[src/rtl/ram_bus_pkg.sv]
// Shared definitions for the picorv32-to-word-RAM bridge.
// Holds the bridge FSM state encoding and the data returned on out-of-window accesses.
// No logic; imported by ram_bus_bridge and ram_bus_stat.
package ram_bus_pkg;

  typedef enum logic [2:0] {
    IDLE  = 3'd0,
    ISSUE = 3'd1,
    CAPT  = 3'd2,
    WAIT  = 3'd3,
    RESP  = 3'd4,
    FAULT = 3'd5
  } state_t;

  localparam logic [31:0] FAULT_DATA = 32'hDEAD_BEEF;

endpackage

[src/rtl/ram_bus_stat.sv]
// Completed-transaction counters: data reads, writes and instruction fetches.
// Latency: counters update on the clock edge that ends the done cycle.
// Backpressure: none; sampling only, the bridge never waits on this block.
module ram_bus_stat
  import ram_bus_pkg::*;
(
  input  logic        clk,
  input  logic        rst,
  input  logic        done,
  input  logic        is_write,
  input  logic        is_instr,
  output logic [31:0] stat_rd,
  output logic [31:0] stat_wr,
  output logic [31:0] stat_if
);

  logic [31:0] rd_q, wr_q, if_q;

  // Count each completed transaction into exactly one bucket; counters wrap naturally.
  always_ff @(posedge clk) begin
    if (rst) begin
      rd_q <= 32'd0;
      wr_q <= 32'd0;
      if_q <= 32'd0;
    end else if (done) begin
      if (is_write)      wr_q <= wr_q + 32'd1;
      else if (is_instr) if_q <= if_q + 32'd1;
      else               rd_q <= rd_q + 32'd1;
    end
  end

  assign stat_rd = rd_q;
  assign stat_wr = wr_q;
  assign stat_if = if_q;

endmodule

[src/rtl/ram_bus_bridge.sv]
// Bridges picorv32 mem_valid/mem_ready to a 1-cycle registered single-port word RAM; flags out-of-window accesses.
// Latency: 4+WAIT_STATES cycles in window, 2 cycles for a fault; mem_ready is a one-cycle registered pulse.
// Backpressure: CPU holds mem_valid until mem_ready; one transaction in flight. RAM_BUS_STAT_EN adds stat counters.
module ram_bus_bridge
  import ram_bus_pkg::*;
#(
  parameter logic [31:0] BASE_ADDR   = 32'h0000_0000,
  parameter int          ADDR_WIDTH  = 16,
  parameter int          WAIT_STATES = 0
) (
  input  logic                  clk,
  input  logic                  rst,
  input  logic                  mem_valid,
  input  logic                  mem_instr,
  input  logic [31:0]           mem_addr,
  input  logic [31:0]           mem_wdata,
  input  logic [3:0]            mem_wstrb,
  output logic                  mem_ready,
  output logic [31:0]           mem_rdata,
  output logic                  ram_ce,
  output logic [3:0]            ram_wr,
  output logic [31:0]           ram_d,
  output logic [ADDR_WIDTH-1:0] ram_addr,
  input  logic [31:0]           ram_q,
  output logic                  fault,
  output logic [31:0]           fault_addr
`ifdef RAM_BUS_STAT_EN
  ,
  output logic [31:0]           stat_rd,
  output logic [31:0]           stat_wr,
  output logic [31:0]           stat_if
`endif
);

  localparam logic [31:0] WIN_MASK = ~((32'd1 << (ADDR_WIDTH + 2)) - 32'd1);
  localparam logic [3:0]  WS_LOAD  = (WAIT_STATES > 0) ? 4'(WAIT_STATES - 1) : 4'd0;

  state_t                state_q, state_d;
  logic                  mem_ready_q, mem_ready_d;
  logic [31:0]           mem_rdata_q, mem_rdata_d;
  logic                  ram_ce_q, ram_ce_d;
  logic [3:0]            ram_wr_q, ram_wr_d;
  logic [31:0]           ram_d_q, ram_d_d;
  logic [ADDR_WIDTH-1:0] ram_addr_q, ram_addr_d;
  logic [31:0]           hold_q, hold_d;
  logic [3:0]            cnt_q, cnt_d;
  logic                  fault_q, fault_d;
  logic [31:0]           fault_addr_q, fault_addr_d;
  logic                  is_wr_q, is_wr_d;
  logic                  is_if_q, is_if_d;
  logic                  in_win;

  assign in_win = (mem_addr & WIN_MASK) == BASE_ADDR;

  // Next-state and registered-output decode; every _d defaults to hold except the pulses.
  always_comb begin
    state_d      = state_q;
    mem_ready_d  = 1'b0;
    mem_rdata_d  = mem_rdata_q;
    ram_ce_d     = 1'b0;
    ram_wr_d     = 4'b0000;
    ram_d_d      = ram_d_q;
    ram_addr_d   = ram_addr_q;
    hold_d       = hold_q;
    cnt_d        = cnt_q;
    fault_d      = fault_q;
    fault_addr_d = fault_addr_q;
    is_wr_d      = is_wr_q;
    is_if_d      = is_if_q;
    unique case (state_q)
      IDLE: begin
        // mem_ready_q guard stops a still-high mem_valid from re-triggering right after a response.
        if (mem_valid && !mem_ready_q) begin
          if (in_win) begin
            ram_ce_d   = 1'b1;
            ram_wr_d   = mem_wstrb;
            ram_d_d    = mem_wdata;
            ram_addr_d = mem_addr[ADDR_WIDTH+1:2];
            is_wr_d    = |mem_wstrb;
            is_if_d    = mem_instr;
            state_d    = ISSUE;
          end else begin
            // Fault response is registered on entry so it is visible during the FAULT cycle.
            mem_ready_d = 1'b1;
            mem_rdata_d = FAULT_DATA;
            fault_d     = 1'b1;
            if (!fault_q) fault_addr_d = mem_addr;
            state_d     = FAULT;
          end
        end
      end
      ISSUE: state_d = CAPT;
      CAPT: begin
        hold_d = ram_q;
        if (WAIT_STATES > 0) begin
          cnt_d   = WS_LOAD;
          state_d = WAIT;
        end else begin
          mem_ready_d = 1'b1;
          mem_rdata_d = is_wr_q ? 32'h0 : ram_q;
          state_d     = RESP;
        end
      end
      WAIT: begin
        if (cnt_q == 4'd0) begin
          mem_ready_d = 1'b1;
          mem_rdata_d = is_wr_q ? 32'h0 : hold_q;
          state_d     = RESP;
        end else begin
          cnt_d = cnt_q - 4'd1;
        end
      end
      RESP:    state_d = IDLE;
      FAULT:   state_d = IDLE;
      default: state_d = IDLE;
    endcase
  end

  // State and output registers; RAM-side outputs are registered so the RAM sees clean timing.
  always_ff @(posedge clk) begin
    if (rst) begin
      state_q      <= IDLE;
      mem_ready_q  <= 1'b0;
      mem_rdata_q  <= 32'h0;
      ram_ce_q     <= 1'b0;
      ram_wr_q     <= 4'b0000;
      ram_d_q      <= 32'h0;
      ram_addr_q   <= '0;
      hold_q       <= 32'h0;
      cnt_q        <= 4'd0;
      fault_q      <= 1'b0;
      fault_addr_q <= 32'h0;
      is_wr_q      <= 1'b0;
      is_if_q      <= 1'b0;
    end else begin
      state_q      <= state_d;
      mem_ready_q  <= mem_ready_d;
      mem_rdata_q  <= mem_rdata_d;
      ram_ce_q     <= ram_ce_d;
      ram_wr_q     <= ram_wr_d;
      ram_d_q      <= ram_d_d;
      ram_addr_q   <= ram_addr_d;
      hold_q       <= hold_d;
      cnt_q        <= cnt_d;
      fault_q      <= fault_d;
      fault_addr_q <= fault_addr_d;
      is_wr_q      <= is_wr_d;
      is_if_q      <= is_if_d;
    end
  end

  assign mem_ready  = mem_ready_q;
  assign mem_rdata  = mem_rdata_q;
  assign ram_ce     = ram_ce_q;
  assign ram_wr     = ram_wr_q;
  assign ram_d      = ram_d_q;
  assign ram_addr   = ram_addr_q;
  assign fault      = fault_q;
  assign fault_addr = fault_addr_q;

`ifdef RAM_BUS_STAT_EN
  // Faults never reach RESP, so they are excluded from the counters by construction.
  ram_bus_stat u_stat (
    .clk      (clk),
    .rst      (rst),
    .done     (state_q == RESP),
    .is_write (is_wr_q),
    .is_instr (is_if_q),
    .stat_rd  (stat_rd),
    .stat_wr  (stat_wr),
    .stat_if  (stat_if)
  );
`else
  logic stat_unused;
  assign stat_unused = is_if_q;
`endif

endmodule

[config.mk]
export PLATFORM = sky130hd
export DESIGN_NAME = ram_bus_bridge
export DESIGN_NICKNAME = d
export VERILOG_FILES = /design/src/rtl/ram_bus_pkg.sv /design/src/rtl/ram_bus_stat.sv /design/src/rtl/ram_bus_bridge.sv
export SDC_FILE = /design/constraint.sdc
export NUM_CORES = 1
export LEC_CHECK = 0
export ABC_AREA = 1
export CAP_MARGIN = 20
export CORE_UTILIZATION = 30
export CTS_CLUSTER_DIAMETER = 120
export CTS_CLUSTER_SIZE = 14
export DETAILED_ROUTE_END_ITERATION = 6
export PLACE_DENSITY = 0.6
export SLEW_MARGIN = 10
export SYNTH_ARGS = -nofsm -noshare
export SYNTH_HDL_FRONTEND = slang
export SYNTH_SLANG_ARGS = --single-unit
[constraint.sdc]
create_clock -name clk -period 1.5 [get_ports clk]
set_input_delay 0.225 -clock clk [delete_from_list [all_inputs] [get_ports clk]]
set_output_delay 0.225 -clock clk [all_outputs]
set_load 0.005 [all_outputs]
==> flow_summary.toml <==
[critical_path]
worst_r2r_path_depth = 10
setup.worst_path.class = "flip-flop to output port"
buffering_stage_count_on_the_worst_path_with_inverters_included = 1
worst_setup_path_end_kind = "output port"
critical_path.endpoint = "mem_rdata[26]"
critical_path.reg2reg.startpoint = "cnt_q[3]$_SDFFE_PP0N_"
crit_required_ns = 1.27
largest_delay_contributor_family_on_the_critical_path = "buffers and inverters"
critical_path.startpoint_type = "flip-flop"
critical_path.startpoint = "mem_rdata[26]$_SDFFE_PP0P_"
arrival_ns = 1.24
cp_slowest_cell = "sky130_fd_sc_hd__clkdlybuf4s50_1"
r2r_slack_ns = 0.05
crit-reg2reg-capture = "mem_rdata[22]$_SDFFE_PP0P_"
cp_cell_sequence = "clkdlybuf4s50_1"
critPathMaxStageDelay_ns = 0.49
critical_path_cell_count = 1
maximum_fanout_encountered_on_the_critical_timing_path = 2

[yosys]
synth.top_cell.area_share_pct = 46.3
main_area_contributors_after_synthesis = "sky130_fd_sc_hd__dfxtp_1 (46%), sky130_fd_sc_hd__nand2_1 (16%), sky130_fd_sc_hd__nor2_1 (14%), sky130_fd_sc_hd__nand3_1 (7.9%), sky130_fd_sc_hd__inv_1 (6.8%)"
postSynthCellCount = 1053
ys_types = 25
synthesis.area_per_instance_um2 = 6.53
synth_area_in_compound_gates_pct = 3.71
syn_area_um2 = 6870
ys_seq_area_share_pct = 46.3
flop_and_latch_count_out_of_synthesis = 159
synth_top_family_by_area = "simple AND/OR/NAND/NOR gates"
synth-warning-count = 0
yosysTopAreaCell = "sky130_fd_sc_hd__dfxtp_1"
synth-adder-area-share_pct = 0.182
synthMuxAreaShare_pct = 0
synth-simple-area-share_pct = 38.6
yosys.area_share.xor_xnor_pct = 0
syn-num-nets = 1158

[layout]
diodes = 0
final_nets = 1394
layout.core_utilization_pct = 47.2
area_delta_synth_final_pct = 55.1
post_route_cells_drive_above_1_share_pct = 10.7
register_area_um2 = 3200
multiInputGateArea_um2 = 3040
n_fill_cell = 2248
stdcell_area_um2 = 10700

[job]
timing.max_cap.violations = 0

[clock_tree]
htree_num_levels = 4
clk-insertion-delay-late_ns = 0.42
post_cts_hold_buffer_count = 0
cts_made_buffers = 17
cts_tree = "yes"
cts.clk_slew.worst_paths_ns = 0.06
cts_root_buffer = "sky130_fd_sc_hd__clkbuf_16"
ctsLongestPathBuffers = 2
clkSinkCount = 159

[detailed_routing]
drt_first_pass_iters = 5
vias_per_cell = 4.39
final_antenna_net_count = 0
num_vias = 6946
drt-initial-drc-count = 402
wirelength_um = 20900
detail_route.drc_violations = 0
avgRoutedWirePerCell_um = 13.2

[floorplan]
placement_rows = 55
chipHeight_um = 153
ioPinCount = 223
fp.coreArea_um2 = 22600
die_w_um = 153
die_area_um2 = 23500
initial_utilization_pct = 30.4

[worst_hold_path]
hold_path_class = "input port to flip-flop"

[place]
io_buffer_count = 221
hpwl_um = 13200
gp_congestion = 0.773
dpl-instance-area_um2 = 9610

[pwr]
ir_worst_vdd_uv = 670
powerDensity_nw_per_um2 = 1120
p_leak_nw = 5.72
p_total_mw = 11.9

[grt]
grt_total_ovfl = 0
via_count_of_the_first_global_routing_pass = 6289
grt_first_pass_wirelength_um = 31900
pin_count_of_the_biggest_net_entering_global_routing = 84
grt_usage_pct = 16.8
antenna_found_initial = 0

[sta]
timing_worst_slew_pin_value_ns = 0.508
finalCriticalPeriod_ns = 1.46
finalCritPeriodShare_pct = 97.5
worst_hold_slack_across_all_endpoints_ns = 0.124
grt_setup_unrepaired = "yes"
finalSetupViolations = 0
worst_clock_skew_ns = 0.0107
final-max-slew-violation-count = 0
fmax_mhz = 684
report.final.hold_viol_count = 0
timing.max_slew.rel_slack_pct = 66.2

[run_status]
outcome = "finished, final reports clean"
-- layer usage --
layer / vias to the layer above / wire (um) / track usage, %
met3: 17 / 1020 / 3.94
met2: 185 / 9960 / 28.2
li1: 3642 / - / -
met1: 3102 / 9620 / 21.2
met5: - / 0 / 0
met4: 0 / 295 / 5.43
-- power by group --
part / switching, mW / total (mW) / internal (mW)
clock network: 1.74 / 4.77 / 3.02
registers: 0.178 / 4.77 / 4.59
logic: 1.18 / 2.37 / 1.18
-- stage by stage --
| step | TNS [ns] | worst slack [ns] | instances |
|---|---|---|---|
| final | 0 | 0.0379 | 1584 |
| after global routing | -0.438 | -0.0375 | 1584 |
| after CTS | 0 | 0.000109 | 1572 |
| after detailed placement | -37.79 | -0.387 | 1543 |
| after global placement | -38.92 | -0.401 | 1543 |
| after floorplan | 0 | 0.0755 | 1053 |
-- layout by cell type (no fill, tap or decap), types with 30 or more instances in the layout --
cell	n
sky130_fd_sc_hd__dlymetal6s2s_1	38
sky130_fd_sc_hd__nor2_1	243
sky130_fd_sc_hd__nand3_1	101
sky130_fd_sc_hd__a21oi_1	46
sky130_fd_sc_hd__dlygate4sd2_1	71
sky130_fd_sc_hd__inv_1	122
sky130_fd_sc_hd__nand2_1	278
sky130_fd_sc_hd__buf_4	30
sky130_fd_sc_hd__dfxtp_1	142
sky130_fd_sc_hd__clkdlybuf4s50_1	111
-- cell usage after synthesis --
| cell | instances |
|---|---|
| sky130_fd_sc_hd__a21oi_1 | 46 |
| sky130_fd_sc_hd__dfxtp_1 | 159 |
| sky130_fd_sc_hd__o21ai_0 | 2 |
| sky130_fd_sc_hd__inv_1 | 124 |
| sky130_fd_sc_hd__buf_6 | 1 |
| sky130_fd_sc_hd__nand2_2 | 3 |
| sky130_fd_sc_hd__nand4_1 | 1 |
| sky130_fd_sc_hd__o21a_1 | 1 |
| sky130_fd_sc_hd__nor2_4 | 2 |
| sky130_fd_sc_hd__nor2_2 | 4 |
| sky130_fd_sc_hd__o211ai_1 | 1 |
| sky130_fd_sc_hd__or2_1 | 1 |
| sky130_fd_sc_hd__buf_1 | 10 |
| sky130_fd_sc_hd__nand3b_1 | 1 |
| sky130_fd_sc_hd__nand3_2 | 1 |
| sky130_fd_sc_hd__buf_4 | 4 |
| sky130_fd_sc_hd__buf_2 | 28 |
| sky130_fd_sc_hd__ha_1 | 1 |
| sky130_fd_sc_hd__nand2_1 | 284 |
| sky130_fd_sc_hd__clkinv_1 | 1 |
| sky130_fd_sc_hd__nand3_1 | 108 |
| sky130_fd_sc_hd__inv_2 | 4 |
| sky130_fd_sc_hd__nand4_4 | 1 |
| sky130_fd_sc_hd__nor2_1 | 248 |
| sky130_fd_sc_hd__clkbuf_1 | 17 |
-- what timing repair did --
| item | CTS | global route |
|---|---|---|
| cloned | 0 | 9 |
| endpoints found under the hold margin | 0 | 0 |
| pin swaps | 0 | 14 |
| gates resized for setup | 76 | 90 |
| endpoints found under the setup margin | 101 | 155 |
| setup buffers | 0 | 3 |
-- worst min-delay path by stage --
| stage | startpoint | endpoint | cells past startpoint |
|---|---|---|---|
| 2_1_floorplan | rst | ram_ce$_SDFF_PP0_ | 1 |
| 3_3_place_gp | cnt_q[3]$_SDFFE_PP0N_ | cnt_q[3]$_SDFFE_PP0N_ | 1 |
| 3_5_place_dp | cnt_q[3]$_SDFFE_PP0N_ | cnt_q[3]$_SDFFE_PP0N_ | 1 |
| 4_1_cts | rst | hold_q[25]$_SDFFE_PP0P_ | 2 |
| 5_1_grt | rst | mem_ready$_SDFF_PP0_ | 2 |
| 6_report | rst | ram_ce$_SDFF_PP0_ | 2 |
-- kinds of logic (layout without fill, tap and decap cells) --
logic type,after synthesis,in the layout
fa+ha+maj,1,1
buf+inv,189,435
simple gates,654,654
flops,159,159
compound gates,50,50
-- final cells by class --
cell class                      instances  area share, %
Tap cell                              285           3.34
Sequential cell                       159           30.1
Clock inverter                         10           1.75
Multi-Input combinational cell        705           28.5
Timing Repair Buffer                  277           27.5
Inverter                              129           4.59
Clock buffer                           19           4.25
-- sequential cells by signal, summed over array words and instances, names as in the netlist --
name and count:
mem_rdata 32, mem_ready 1, ram_addr 16, state_q 3
is_wr_q 1, cnt_q 4, fault_addr 32, fault 1
ram_wr 4, hold_q 32, ram_d 32, ram_ce 1
No activity file was read; power rests on OpenSTA's default activity.
